### src/rtl/mem_port_arbiter_if.sv
// rtl/mem_port_arbiter_if.sv - fetch/load-store request ports and shared memory port bundle
interface mem_port_arbiter_if #(
  parameter int XLEN = 32
);
  logic            i_req;
  logic [XLEN-1:0] i_addr;
  logic            i_done;
  logic [XLEN-1:0] i_rdata;
  logic            i_fault;

  logic            d_req;
  logic            d_write_en;
  logic [XLEN-1:0] d_addr;
  logic [XLEN-1:0] d_wdata;
  logic [1:0]      d_width;
  logic            d_done;
  logic [XLEN-1:0] d_rdata;
  logic            d_fault;

  logic            mem_req;
  logic            mem_write_en;
  logic [XLEN-1:0] mem_addr;
  logic [XLEN-1:0] mem_wdata;
  logic [1:0]      mem_width;
  logic            mem_ack;
  logic [XLEN-1:0] mem_rdata;
  logic            mem_fault;

  // Arbiter side
  modport slave (
    input  i_req, i_addr,
    input  d_req, d_write_en, d_addr, d_wdata, d_width,
    input  mem_ack, mem_rdata, mem_fault,
    output i_done, i_rdata, i_fault,
    output d_done, d_rdata, d_fault,
    output mem_req, mem_write_en, mem_addr, mem_wdata, mem_width
  );

  // Pipeline and memory side
  modport master (
    output i_req, i_addr,
    output d_req, d_write_en, d_addr, d_wdata, d_width,
    output mem_ack, mem_rdata, mem_fault,
    input  i_done, i_rdata, i_fault,
    input  d_done, d_rdata, d_fault,
    input  mem_req, mem_write_en, mem_addr, mem_wdata, mem_width
  );
endinterface

### src/rtl/mem_port_arbiter.sv
// rtl/mem_port_arbiter.sv - shares one variable-latency memory between fetch (I) and load/store (D)
module mem_port_arbiter #(
  parameter int XLEN         = 32,
  parameter int MAX_D_STREAK = 4,
  parameter int TIMEOUT      = 255
) (
  input  logic               clock,
  input  logic               reset,
  mem_port_arbiter_if.slave  bus
);

  localparam logic [1:0] IDLE    = 2'd0;
  localparam logic [1:0] GRANT_I = 2'd1;
  localparam logic [1:0] GRANT_D = 2'd2;
  localparam logic [1:0] RESP    = 2'd3;

  localparam int SW = $clog2(MAX_D_STREAK + 1);
  localparam int TW = $clog2(TIMEOUT + 1);
  localparam logic [SW-1:0] STREAK_MAX = SW'(MAX_D_STREAK);
  localparam logic [TW-1:0] TIMER_LAST = TW'(TIMEOUT - 1);

  logic [1:0]      state_q, state_d;
  logic [SW-1:0]   streak_q, streak_d;
  logic [TW-1:0]   timer_q, timer_d;
  logic            gnt_i_q, gnt_i_d;
  logic            we_q, we_d;
  logic [XLEN-1:0] addr_q, addr_d;
  logic [XLEN-1:0] wdata_q, wdata_d;
  logic [1:0]      width_q, width_d;
  logic [XLEN-1:0] rdata_q, rdata_d;
  logic            fault_q, fault_d;

  logic pick_i;

  always_comb begin
    state_d  = state_q;
    streak_d = streak_q;
    timer_d  = timer_q;
    gnt_i_d  = gnt_i_q;
    we_d     = we_q;
    addr_d   = addr_q;
    wdata_d  = wdata_q;
    width_d  = width_q;
    rdata_d  = rdata_q;
    fault_d  = fault_q;
    // D is the older instruction, so it wins unless I has waited out a full streak
    pick_i   = bus.i_req && (!bus.d_req || streak_q == STREAK_MAX);

    case (state_q)
      IDLE: begin
        timer_d = '0;
        if (pick_i) begin
          state_d  = GRANT_I;
          gnt_i_d  = 1'b1;
          we_d     = 1'b0;
          addr_d   = bus.i_addr;
          wdata_d  = '0;
          width_d  = 2'b10;
          streak_d = '0;
        end else if (bus.d_req) begin
          state_d  = GRANT_D;
          gnt_i_d  = 1'b0;
          we_d     = bus.d_write_en;
          addr_d   = bus.d_addr;
          wdata_d  = bus.d_wdata;
          width_d  = bus.d_width;
          if (!bus.i_req) begin
            streak_d = '0;
          end else if (streak_q != STREAK_MAX) begin
            streak_d = streak_q + SW'(1);
          end
        end
      end
      GRANT_I, GRANT_D: begin
        timer_d = timer_q + TW'(1);
        // An ack landing in the timeout cycle still counts as a normal completion
        if (bus.mem_ack) begin
          state_d = RESP;
          rdata_d = we_q ? '0 : bus.mem_rdata;
          fault_d = bus.mem_fault;
        end else if (timer_q == TIMER_LAST) begin
          state_d = RESP;
          rdata_d = '0;
          fault_d = 1'b1;
        end
      end
      RESP: begin
        state_d = IDLE;
      end
      default: begin
        state_d = IDLE;
      end
    endcase
  end

  always_ff @(posedge clock or posedge reset) begin
    if (reset) begin
      state_q  <= IDLE;
      streak_q <= '0;
      timer_q  <= '0;
      gnt_i_q  <= 1'b0;
      we_q     <= 1'b0;
      addr_q   <= '0;
      wdata_q  <= '0;
      width_q  <= 2'b00;
      rdata_q  <= '0;
      fault_q  <= 1'b0;
    end else begin
      state_q  <= state_d;
      streak_q <= streak_d;
      timer_q  <= timer_d;
      gnt_i_q  <= gnt_i_d;
      we_q     <= we_d;
      addr_q   <= addr_d;
      wdata_q  <= wdata_d;
      width_q  <= width_d;
      rdata_q  <= rdata_d;
      fault_q  <= fault_d;
    end
  end

  logic resp;
  assign resp = (state_q == RESP);

  assign bus.i_done       = resp && gnt_i_q;
  assign bus.d_done       = resp && !gnt_i_q;
  assign bus.i_rdata      = bus.i_done ? rdata_q : '0;
  assign bus.i_fault      = bus.i_done && fault_q;
  assign bus.d_rdata      = bus.d_done ? rdata_q : '0;
  assign bus.d_fault      = bus.d_done && fault_q;

  // mem_req is purely a function of the state flop so an async reset drops it at once
  assign bus.mem_req      = (state_q == GRANT_I) || (state_q == GRANT_D);
  assign bus.mem_write_en = we_q;
  assign bus.mem_addr     = addr_q;
  assign bus.mem_wdata    = wdata_q;
  assign bus.mem_width    = width_q;

endmodule

### src/flat_wrapper.sv
// flat-port wrapper written by rule: the top's interface ports become plain ports
module mem_port_arbiter_flat 
#(
  parameter int XLEN         = 32,
  parameter int MAX_D_STREAK = 4,
  parameter int TIMEOUT      = 255
)
  (clock, reset, bus_i_req, bus_i_addr, bus_d_req, bus_d_write_en, bus_d_addr, bus_d_wdata, bus_d_width, bus_mem_ack, bus_mem_rdata, bus_mem_fault, bus_i_done, bus_i_rdata, bus_i_fault, bus_d_done, bus_d_rdata, bus_d_fault, bus_mem_req, bus_mem_write_en, bus_mem_addr, bus_mem_wdata, bus_mem_width);
  mem_port_arbiter_if #(.XLEN(XLEN)) bus_i ();
  input  logic clock;
  input  logic reset;
  input wire logic [$bits(bus_i.i_req)-1:0] bus_i_req;
  input wire logic [$bits(bus_i.i_addr)-1:0] bus_i_addr;
  input wire logic [$bits(bus_i.d_req)-1:0] bus_d_req;
  input wire logic [$bits(bus_i.d_write_en)-1:0] bus_d_write_en;
  input wire logic [$bits(bus_i.d_addr)-1:0] bus_d_addr;
  input wire logic [$bits(bus_i.d_wdata)-1:0] bus_d_wdata;
  input wire logic [$bits(bus_i.d_width)-1:0] bus_d_width;
  input wire logic [$bits(bus_i.mem_ack)-1:0] bus_mem_ack;
  input wire logic [$bits(bus_i.mem_rdata)-1:0] bus_mem_rdata;
  input wire logic [$bits(bus_i.mem_fault)-1:0] bus_mem_fault;
  output wire logic [$bits(bus_i.i_done)-1:0] bus_i_done;
  output wire logic [$bits(bus_i.i_rdata)-1:0] bus_i_rdata;
  output wire logic [$bits(bus_i.i_fault)-1:0] bus_i_fault;
  output wire logic [$bits(bus_i.d_done)-1:0] bus_d_done;
  output wire logic [$bits(bus_i.d_rdata)-1:0] bus_d_rdata;
  output wire logic [$bits(bus_i.d_fault)-1:0] bus_d_fault;
  output wire logic [$bits(bus_i.mem_req)-1:0] bus_mem_req;
  output wire logic [$bits(bus_i.mem_write_en)-1:0] bus_mem_write_en;
  output wire logic [$bits(bus_i.mem_addr)-1:0] bus_mem_addr;
  output wire logic [$bits(bus_i.mem_wdata)-1:0] bus_mem_wdata;
  output wire logic [$bits(bus_i.mem_width)-1:0] bus_mem_width;
  assign bus_i.i_req = bus_i_req;
  assign bus_i.i_addr = bus_i_addr;
  assign bus_i.d_req = bus_d_req;
  assign bus_i.d_write_en = bus_d_write_en;
  assign bus_i.d_addr = bus_d_addr;
  assign bus_i.d_wdata = bus_d_wdata;
  assign bus_i.d_width = bus_d_width;
  assign bus_i.mem_ack = bus_mem_ack;
  assign bus_i.mem_rdata = bus_mem_rdata;
  assign bus_i.mem_fault = bus_mem_fault;
  assign bus_i_done = bus_i.i_done;
  assign bus_i_rdata = bus_i.i_rdata;
  assign bus_i_fault = bus_i.i_fault;
  assign bus_d_done = bus_i.d_done;
  assign bus_d_rdata = bus_i.d_rdata;
  assign bus_d_fault = bus_i.d_fault;
  assign bus_mem_req = bus_i.mem_req;
  assign bus_mem_write_en = bus_i.mem_write_en;
  assign bus_mem_addr = bus_i.mem_addr;
  assign bus_mem_wdata = bus_i.mem_wdata;
  assign bus_mem_width = bus_i.mem_width;
  mem_port_arbiter #(.XLEN(XLEN), .MAX_D_STREAK(MAX_D_STREAK), .TIMEOUT(TIMEOUT)) u_core (.clock(clock), .reset(reset), .bus(bus_i));
endmodule
### config.mk
export PLATFORM = sky130hd
export DESIGN_NAME = mem_port_arbiter_flat
export DESIGN_NICKNAME = d
export VERILOG_FILES = /design/src/rtl/mem_port_arbiter_if.sv /design/src/rtl/mem_port_arbiter.sv /design/src/flat_wrapper.sv
export SDC_FILE = /design/constraint.sdc
export NUM_CORES = 1
export LEC_CHECK = 0
export BUFFER_PORTS_ARGS = -buffer_cell sky130_fd_sc_hd__buf_2
export CORE_AREA = 2 2 157 159
export DETAILED_ROUTE_END_ITERATION = 8
export DIE_AREA = 0 0 159 161
export SYNTH_ARGS = -nofsm -noshare
export SYNTH_HDL_FRONTEND = slang
export SYNTH_SLANG_ARGS = --single-unit
export TNS_END_PERCENT = 1
### constraint.sdc
create_clock -name clock -period 10.3 [get_ports clock]
set_clock_uncertainty 0.1 [all_clocks]
set_input_delay 1.545 -clock clock [delete_from_list [all_inputs] [get_ports clock]]
set_output_delay 1.545 -clock clock [all_outputs]
set_load 0.01 [all_outputs]
==> out/metrics.cfg, run 1 <==
[floorplanning]
placement_rows=57
floorplan.die.width_um=159
io_pins=273
core_area_sq_um=24000
fp.dieH_um=161
starting_utilization_of_the_core_area_pct=24.5
die_area_sq_um=25600

[route]
detail_route.drc_violations=0
detail_route.first_pass.iterations=4
vias=5455
via_per_inst=4.55
ant_nets=0
first_iter_violations=220
detail_route.wl_per_cell_um=15.5
routed_wl_um=18500

[clock_network]
cts_made_buffers=17
clk_pin_slew_worst_paths_ns=0.05
tritoncts=built
clk_root_buffer_cell=sky130_fd_sc_hd__clkbuf_16
clock_network_latency_to_the_later_pin_of_the_worst_skew_pair_ns=0.41
ctsHoldBuffers=0
clock_sink_count=114
post_cts.resized_instances=0
clock_tree.buffer_depth=2
cts_setup_buffers=0
cts-htree-levels=4

[placed_design]
place_inst=1167
numPortBuffers=272
post_dp_cell_area_sq_um=7450
dpl.hpwl_um=12500
finalWeightedCongestion=0.772

[sta]
rsz0062_at_grt=false
worst_slew_margin_rel_pct=31.1
upper_clock_frequency_limit_ghz=0.238
hold_violations=0
timing_max_transition_violations_final=0
period_needed_ns=4.21
setup_viol=0
period_share_pct=40.8
worstMarginPinSlew_ns=1.03
setup-tns-final_ns=0

[global_route]
vias_in_the_first_global_route=5578
globalRouteOverflowTotal=0
grt_start_max_net_pins=67
grt_antenna_before_repair=0
gr-usage-all-layers_pct=14.7
global_route_wire_length_before_repair_um=30000

[logic_synthesis]
netlist_area_sq_um=5860
ys_seq_area_share_pct=48.7
syn_nets=761
synth.yosys.warnings=0
synth_area_leaders=sky130_fd_sc_hd__dfrtp_1 (49%), sky130_fd_sc_hd__nand2_1 (9.1%), sky130_fd_sc_hd__a221o_1 (5.6%), sky130_fd_sc_hd__o211ai_2 (5.5%), sky130_fd_sc_hd__and2_1 (3.6%)
synth_async_sr_flop_share_pct=100
synth_cell_types=46
postSynthRegisterBits=114
postSynthAreaPerCell_sq_um=9.49
synth.top_cell.area_share_pct=48.7
area_leader_netlist=sky130_fd_sc_hd__dfrtp_1
gate_count_of_the_mapped_netlist=618
synth_edf_count=0
synth_top_flop_cell=sky130_fd_sc_hd__dfrtp_1

[worst_setup_path]
timing.critical_path.cells=ha_1, buf_4, nor2b_2, and2_1, buf_2
crit_type=flip-flop to output pin
critical_path.startpoint_type=flip-flop
r2r.worst_path.cells=7
setup.worst_path.end_class=output pin
cp.buffers_inverters=2
cp.depth=5
cp.required_ns=8.66
worst_ep_arrival_time_ns=2.56
worst_path_largest_cell_delay_ns=0.90
critical_path.max_fanout=46
worst_path_max_delay_cell=sky130_fd_sc_hd__nor2b_2
critical-path-top-delay-family=simple AND/OR/NAND/NOR gates

[final_layout]
most-common-layout-cells=sky130_fd_sc_hd__buf_2 (272), sky130_fd_sc_hd__nand2_1 (142), sky130_fd_sc_hd__dfrtp_1 (114)
layout.nets=1005
layout.cells.most_common=sky130_fd_sc_hd__buf_2
number_of_antenna_repair_diodes=0
stdcell_count=1198
area_growth_pct=37.6
final_area_sq_um=8060
fraction_of_layout_instances_using_a_drive_strength_above_1_pct=39.6

[job]
drv.max_cap_violation_count=0

[power_and_ir_drop]
design_power_total_mw=2.47
power_density_nw_per_um2=306
worst_ir_drop_vdd_v=0.000132
leakage_nw=4.13

[min_path]
worst_hold_path_type=flip-flop to flip-flop
whs_path_depth=2

[run_status]
status=finished, final reports clean

[area by class of cell]
class	instances	area (sq um)
clock buffers	22	484
clock inverters	9	129
fillers	2502	15900
inverters	9	36.3
multi-input cells	438	2720
flip-flops and latches	114	2850
well taps	324	405
repair buffers	282	1440
[cells in the mapped netlist (3+ instances only)]
master                     count
sky130_fd_sc_hd__nand2_1     142
sky130_fd_sc_hd__dfrtp_1     114
sky130_fd_sc_hd__clkbuf_1     43
sky130_fd_sc_hd__and2_1       34
sky130_fd_sc_hd__and3_1       34
sky130_fd_sc_hd__a221o_1      33
sky130_fd_sc_hd__nor2b_1      33
sky130_fd_sc_hd__nand4_1      32
sky130_fd_sc_hd__o21ai_0      28
sky130_fd_sc_hd__o211ai_2     26
sky130_fd_sc_hd__o21ai_1      15
sky130_fd_sc_hd__inv_1         9
sky130_fd_sc_hd__buf_6         6
sky130_fd_sc_hd__ha_1          6
sky130_fd_sc_hd__o211ai_1      6
sky130_fd_sc_hd__buf_2         5
sky130_fd_sc_hd__nand3_1       5
sky130_fd_sc_hd__nor2_1        5
sky130_fd_sc_hd__nand2b_1      4
sky130_fd_sc_hd__a21oi_1       3
[registers in the layout (all words and copies together), names as in the netlist]
signal                   count
u_core.gnt_i_q               1
u_core.streak_q              3
u_core.state_q               2
u_core.fault_q               1
u_core.bus.mem_width         2
u_core.bus.mem_addr         32
u_core.bus.mem_write_en      1
u_core.bus.mem_wdata        32
u_core.timer_q               8
u_core.rdata_q              32
[worst paths after layout]
kind / startpoint / end / slack [ns]
worst min register to register: u_core.bus.mem_wdata[26] / u_core.bus.mem_wdata[26] / 0.38
max in group asynchronous: reset / u_core.bus.mem_width[0] / 7.66
min in group asynchronous: reset / u_core.rdata_q[7] / 1.18
worst max-delay path: u_core.state_q[0] / bus_d_rdata[20] / 6.09
worst max register to register: u_core.state_q[0] / u_core.bus.mem_wdata[23] / 7.77
worst min-delay path: u_core.bus.mem_wdata[26] / u_core.bus.mem_wdata[26] / 0.38
[routing by layer]
layer / wire, um / GRT usage [%] / vias up
met5: 0 / 0 / -
li1: - / - / 2674
met1: 8150 / 17.7 / 2541
met2: 8830 / 24.8 / 230
met3: 1400 / 5.37 / 10
met4: 166 / 4.13 / 0
[cell families after synthesis]
kind of cell / count (synthesis) / share of synthesized area, %
muxes: 2 / 0.342
buffers and inverters: 66 / 5.23
AOI/OAI and AO/OA: 131 / 18.8
DFF: 114 / 48.7
and+or+nand+nor: 299 / 25.7
adders and majority gates: 6 / 1.28
[worst register-to-register path: stages, from the launching register on]
cell	delay [ns]
sky130_fd_sc_hd__dfrtp_1	0.41
sky130_fd_sc_hd__inv_1	0.09
sky130_fd_sc_hd__ha_1	0.14
sky130_fd_sc_hd__buf_4	0.41
sky130_fd_sc_hd__o21a_2	0.39
sky130_fd_sc_hd__buf_4	0.55
sky130_fd_sc_hd__nand2_1	0.16
sky130_fd_sc_hd__o21ai_0	0.18
[report_power, final]
| part | internal (mW) | switching, mW | total [mW] | leakage, nW |
|---|---|---|---|---|
| Sequential | 0.654 | 0.166 | 0.820 | 1.42 |
| Clock | 0.404 | 0.215 | 0.619 | 0.298 |
| Combinational | 0.442 | 0.586 | 1.03 | 2.41 |
| Total | 1.50 | 0.967 | 2.47 | 4.13 |
[per-stage QoR]
stage	setup slack (ns)	hold WS, ns	util, %
global placement	6.65	0.359	31.1
detailed placement	6.50	0.365	31.1
CTS	6.05	0.381	33.7
floorplan	5.64	0.398	-
finish	6.09	0.377	33.7
global route	5.82	0.402	33.7
Power figures use the tool's default switching activity.
==> inputs of run 2 (changes only) <==
==> constraint.sdc (replaced) <==
create_clock -name clock -period 3.7 [get_ports clock]
set_clock_uncertainty 0.1 [all_clocks]
set_input_delay 0.555 -clock clock [delete_from_list [all_inputs] [get_ports clock]]
set_output_delay 0.555 -clock clock [all_outputs]
set_load 0.01 [all_outputs]
==> run 2 against run 1 <==
Register-to-register slack got worse by 6.3 ns. Via count is 2.4% higher. Sequential cell count unchanged. Sequential share of layout area decreased by 0.37 points. Non-clock buffer count up 4. Total power rose to 2.8 times the previous value. Final area up 1.1%. Global-route usage fell by 0.11 points. Largest cell class unchanged.
==> out/metrics.cfg, run 2 (synthesized netlist as in run 1, its figures left out) <==
[run_status]
status=finished, final reports clean

[sta]
rsz0062_at_grt=false
upper_clock_frequency_limit_ghz=0.365
period_needed_ns=2.74
worst_slew_margin_rel_pct=41.3
fin_hold_ws_ns=0.0944
hold_violations=0
setup_viol=0
worstMarginPinSlew_ns=0.880
final_critical_path_setup_slack_ns=0.958
timing_max_transition_violations_final=0
setup-tns-final_ns=0
period_share_pct=74.1

[route]
first_iter_violations=224
ant_nets=0
detail_route.drc_violations=0
via_per_inst=4.64
vias=5587
routed_wl_um=18500
detail_route.wl_per_cell_um=15.3
detail_route.first_pass.iterations=4

[clock_network]
clock_sink_count=114
post_cts.resized_instances=0
cts_made_buffers=17
clock_tree.buffer_depth=2
clk_pin_slew_worst_paths_ns=0.05
tritoncts=built
clock_network_latency_to_the_later_pin_of_the_worst_skew_pair_ns=0.42
ctsHoldBuffers=0
clk_root_buffer_cell=sky130_fd_sc_hd__clkbuf_16
cts_setup_buffers=0
cts-htree-levels=4

[placed_design]
dpl.hpwl_um=12800
placement.setup.worst_slack_ns=1.36
numPortBuffers=272
place_inst=1171
finalWeightedCongestion=0.763

[global_route]
grt_start_max_net_pins=67
globalRouteOverflowTotal=0
gr-usage-all-layers_pct=14.6
grt_antenna_before_repair=0
vias_in_the_first_global_route=5481
global_route_wire_length_before_repair_um=29900

[floorplanning]
placement_rows=57
io_pins=273
floorplan.die.width_um=159
starting_utilization_of_the_core_area_pct=24.5
core_area_sq_um=24000
die_area_sq_um=25600
fp.dieH_um=161

[job]
drv.max_cap_violation_count=0

[final_layout]
layout.cells.most_common=sky130_fd_sc_hd__buf_2
layout.nets=1009
fraction_of_layout_instances_using_a_drive_strength_above_1_pct=39.7
area_growth_pct=39.0
stdcell_count=1203
number_of_antenna_repair_diodes=0
most-common-layout-cells=sky130_fd_sc_hd__buf_2 (272), sky130_fd_sc_hd__nand2_1 (142), sky130_fd_sc_hd__dfrtp_1 (114)

[power_and_ir_drop]
design_power_total_mw=7.00
worst_ir_drop_vdd_v=0.000316
power_density_nw_per_um2=859
leakage_nw=4.17

[worst_setup_path]
crit_type=flip-flop to output pin
critical_path.max_fanout=46
cp.required_ns=3.04
critical_path.startpoint_type=flip-flop
worst_ep_arrival_time_ns=2.09
setup.worst_path.end_class=output pin

[min_path]
worst_hold_path_type=input port to async pin

## run 2: changes by cell type in the layout (fill, tap and decap cells not counted), sizes merged
cell	before	now
buf	282	286
bufinv	3	5
clkinv	4	3
## run 2: through the flow
step                utilization (%)  instance area (sq um)
floorplan                         -                   5860
global placement               31.3                   7510
detailed placement             31.3                   7510
CTS                            34.0                   8150
global route                   34.0                   8150
finish                         34.0                   8150
## run 2: layout make-up
type,instances,area (sq um)
Inverter,9,36.3
Clock inverter,10,180
Multi-Input combinational cell,438,2720
Timing Repair Buffer,286,1490
Tap cell,324,405
Sequential cell,114,2850
Fill cell,2509,15800
Clock buffer,22,464
## run 2: per-layer routing
layer	track usage, %	share of wire, %	up-vias
li1	-	-	2683
met5	0	0	-
met3	3.83	7.1	14
met1	18.5	44	2650
met4	4.46	1.3	0
met2	24.5	48	240
## run 2: path summary, 6_finish.rpt
check                           slack [ns]                      from                       end  cells past startpoint
worst max-delay path                  0.96         u_core.state_q[1]           bus_d_rdata[30]                      6
worst min-delay path                  0.09                     reset  u_core.bus.mem_wdata[14]                      2
worst max register to register        1.51         u_core.state_q[1]         u_core.state_q[1]                      5
worst min register to register        0.37  u_core.bus.mem_wdata[31]  u_core.bus.mem_wdata[31]                      2
max in group asynchronous             2.54                     reset        u_core.rdata_q[16]                      3
min in group clock                    0.27            bus_d_wdata[6]   u_core.bus.mem_wdata[6]                      3
## run 2: report_power, final
group          switching (mW)  internal, mW  total, mW
clock                   0.584          1.23       1.81
sequential              0.423          1.82       2.25
combinational            1.68          1.27       2.95
## run 2: worst max-delay path, cell delays in order, from the launching register on
cell and delay [ns]:
sky130_fd_sc_hd__dfrtp_1 0.38, sky130_fd_sc_hd__ha_1 0.16, sky130_fd_sc_hd__buf_4 0.33, sky130_fd_sc_hd__nor2b_2 0.20
sky130_fd_sc_hd__buf_4 0.28, sky130_fd_sc_hd__and2_1 0.18, sky130_fd_sc_hd__buf_2 0.13
==> inputs of run 3 (changes only) <==
==> constraint.sdc (replaced) <==
create_clock -name clock -period 2.3 [get_ports clock]
set_clock_uncertainty 0.1 [all_clocks]
set_input_delay 0.345 -clock clock [delete_from_list [all_inputs] [get_ports clock]]
set_output_delay 0.345 -clock clock [all_outputs]
set_load 0.01 [all_outputs]
==> run 3 against run 2 <==
Via count decreased by 0.11%. Final area rose by 1.2%. Total power rose by 60%. Setup slack got worse by 0.83 ns. Global-route usage is 0.26 points higher. Core utilization grew 0.40 points. Die area did not move.
==> out/metrics.cfg, run 3 (synthesized netlist as in run 1, its figures left out) <==
[worst_setup_path]
r2r.worst_path.cells=6
critical-path-top-delay-family=buffers and inverters
cp.buffers_inverters=2
worst_path_largest_cell_delay_ns=0.43
reg2reg_setup_slack_ns=0.42
crit_type=flip-flop to output pin
cp.required_ns=1.86
regToRegStartpoint=u_core.timer_q[0]
worst_ep_arrival_time_ns=1.73
setup.worst_path.end_class=output pin
critical_path.startpoint_type=flip-flop
timing.critical_path.cells=ha_4, buf_4, and3_1, buf_2
regToRegEndpoint=u_core.rdata_q[9]
critical_path.max_fanout=45
worst_path_max_delay_cell=sky130_fd_sc_hd__dfrtp_1

[min_path]
hold_path_end=u_core.bus.mem_wdata[4]
worst_hold_path_type=input port to flip-flop
whs_path_depth=3
hold_path_startpoint=bus_d_wdata[4]

[job]
drv.max_cap_violation_count=0

[sta]
upper_clock_frequency_limit_ghz=0.460
hold_violations=0
period_needed_ns=2.18
rsz0062_at_grt=false
timing_max_transition_violations_final=0
worst_slew_margin_rel_pct=72.7
fin_hold_ws_ns=0.0569
period_share_pct=94.6
worstMarginPinSlew_ns=0.408
setup_viol=0

[floorplanning]
fp.dieH_um=161
io_pins=273
placement_rows=57
floorplan.die.width_um=159
starting_utilization_of_the_core_area_pct=24.5
core_area_sq_um=24000
die_area_sq_um=25600

[final_layout]
layout.nets=1015
util_after_layout_pct=34.4
area_growth_pct=40.7
most-common-layout-cells=sky130_fd_sc_hd__buf_2 (272), sky130_fd_sc_hd__nand2_1 (142), sky130_fd_sc_hd__dfrtp_1 (114)
fillerInstances=2540
fraction_of_layout_instances_using_a_drive_strength_above_1_pct=39.9
layout.cells.most_common=sky130_fd_sc_hd__buf_2

[global_route]
globalRouteOverflowTotal=0
gr-usage-all-layers_pct=14.9
vias_in_the_first_global_route=5485
global_route_wire_length_before_repair_um=30300
grt_antenna_before_repair=1
grt_start_max_net_pins=68

[clock_network]
tritoncts=built
clk_root_buffer_cell=sky130_fd_sc_hd__clkbuf_16
cts-htree-levels=4
clock_tree.buffer_depth=2
clock_sink_count=114
clk_pin_slew_worst_paths_ns=0.06
cts_made_buffers=17
clock_network_latency_to_the_later_pin_of_the_worst_skew_pair_ns=0.41

[route]
detail_route.drc_violations=0
routed_wl_um=19000
first_iter_violations=279
detail_route.first_pass.iterations=4
ant_nets=0
detail_route.wl_per_cell_um=15.7
via_per_inst=4.61
vias=5581

[placed_design]
numPortBuffers=272
dpl.hpwl_um=13000
finalWeightedCongestion=0.765

[run_status]
status=finished, final reports clean

[power_and_ir_drop]
leakage_nw=4.19
worst_ir_drop_vdd_v=0.000566
power_density_nw_per_um2=1360

run 3: cell count changes in the layout (fill, tap and decap cells not counted), sizes merged:
cell / delta
buf: +4
bufinv: -2
clkbuf: +1
clkinvlp: +2
diode: +1
dlygate4sd3: +1
inv: -1
nor2b: +1
run 3: worst max path at each step:
stage               cells after the start  slack, ns              start                 to
CTS                                     4      -0.02  u_core.state_q[1]     bus_d_rdata[5]
finish                                  4       0.12  u_core.state_q[1]    bus_i_rdata[10]
floorplan                               6       0.35  u_core.state_q[1]  u_core.state_q[1]
detailed placement                      4       0.05  u_core.state_q[1]    bus_d_rdata[11]
global route                            4       0.02  u_core.state_q[1]    bus_i_rdata[10]
global placement                        4       0.15  u_core.state_q[1]    bus_d_rdata[19]
run 3: layer usage:
metal  track usage, %  part of all wire, %  vias up
li1                 -                    -     2700
met1             19.0                   45     2610
met2             24.0                   46      253
met3             5.01                  8.2       18
met4             4.21                  1.5        0
met5                0                    0        -
run 3: worst reg2reg max path: stages (launching register included):
cell and delay (ns):
sky130_fd_sc_hd__dfrtp_1 0.43, sky130_fd_sc_hd__inv_1 0.07, sky130_fd_sc_hd__ha_1 0.19, sky130_fd_sc_hd__and3_1 0.24
sky130_fd_sc_hd__a21oi_2 0.20, sky130_fd_sc_hd__buf_4 0.37, sky130_fd_sc_hd__a221o_1 0.23
run 3: per-stage QoR:
step	setup TNS [ns]	instances	area, sq um	setup WS (ns)	total power [mW]
after floorplan	0	618	5870	0.346	6.62
after global placement	0	1175	7610	0.154	8.45
after detailed placement	0	1175	7610	0.0478	8.54
after CTS	-0.474	1208	8220	-0.0241	11.3
after global routing	0	1209	8240	0.0246	12.1
final	0	1210	8250	0.125	11.2
run 3: timing repair:
item | CTS | global route
resized for setup | 1 | 3
hold buffers | 1 | 0
setup buffers | 0 | 0
cloned | 0 | 1
endpoints found under the hold margin | 11 | 0
pin swaps | 17 | 0
endpoints found under the setup margin | 34 | 34
run 3: layout make-up:
class / count / area [sq um] / area share, %
well taps: 324 / 405 / 4.92
flip-flops and latches: 114 / 2850 / 34.6
clock buffers: 23 / 458 / 5.55
repair buffers: 291 / 1610 / 19.5
clock inverters: 9 / 131 / 1.59
diodes: 1 / 2.50 / 0.0303
inverters: 9 / 37.5 / 0.455
multi-input cells: 439 / 2750 / 33.4
run 3: where the power goes:
part	switching, mW	total (mW)	internal (mW)
clock	0.966	2.70	1.73
combinational	2.73	4.87	2.15
sequential	0.710	3.64	2.93
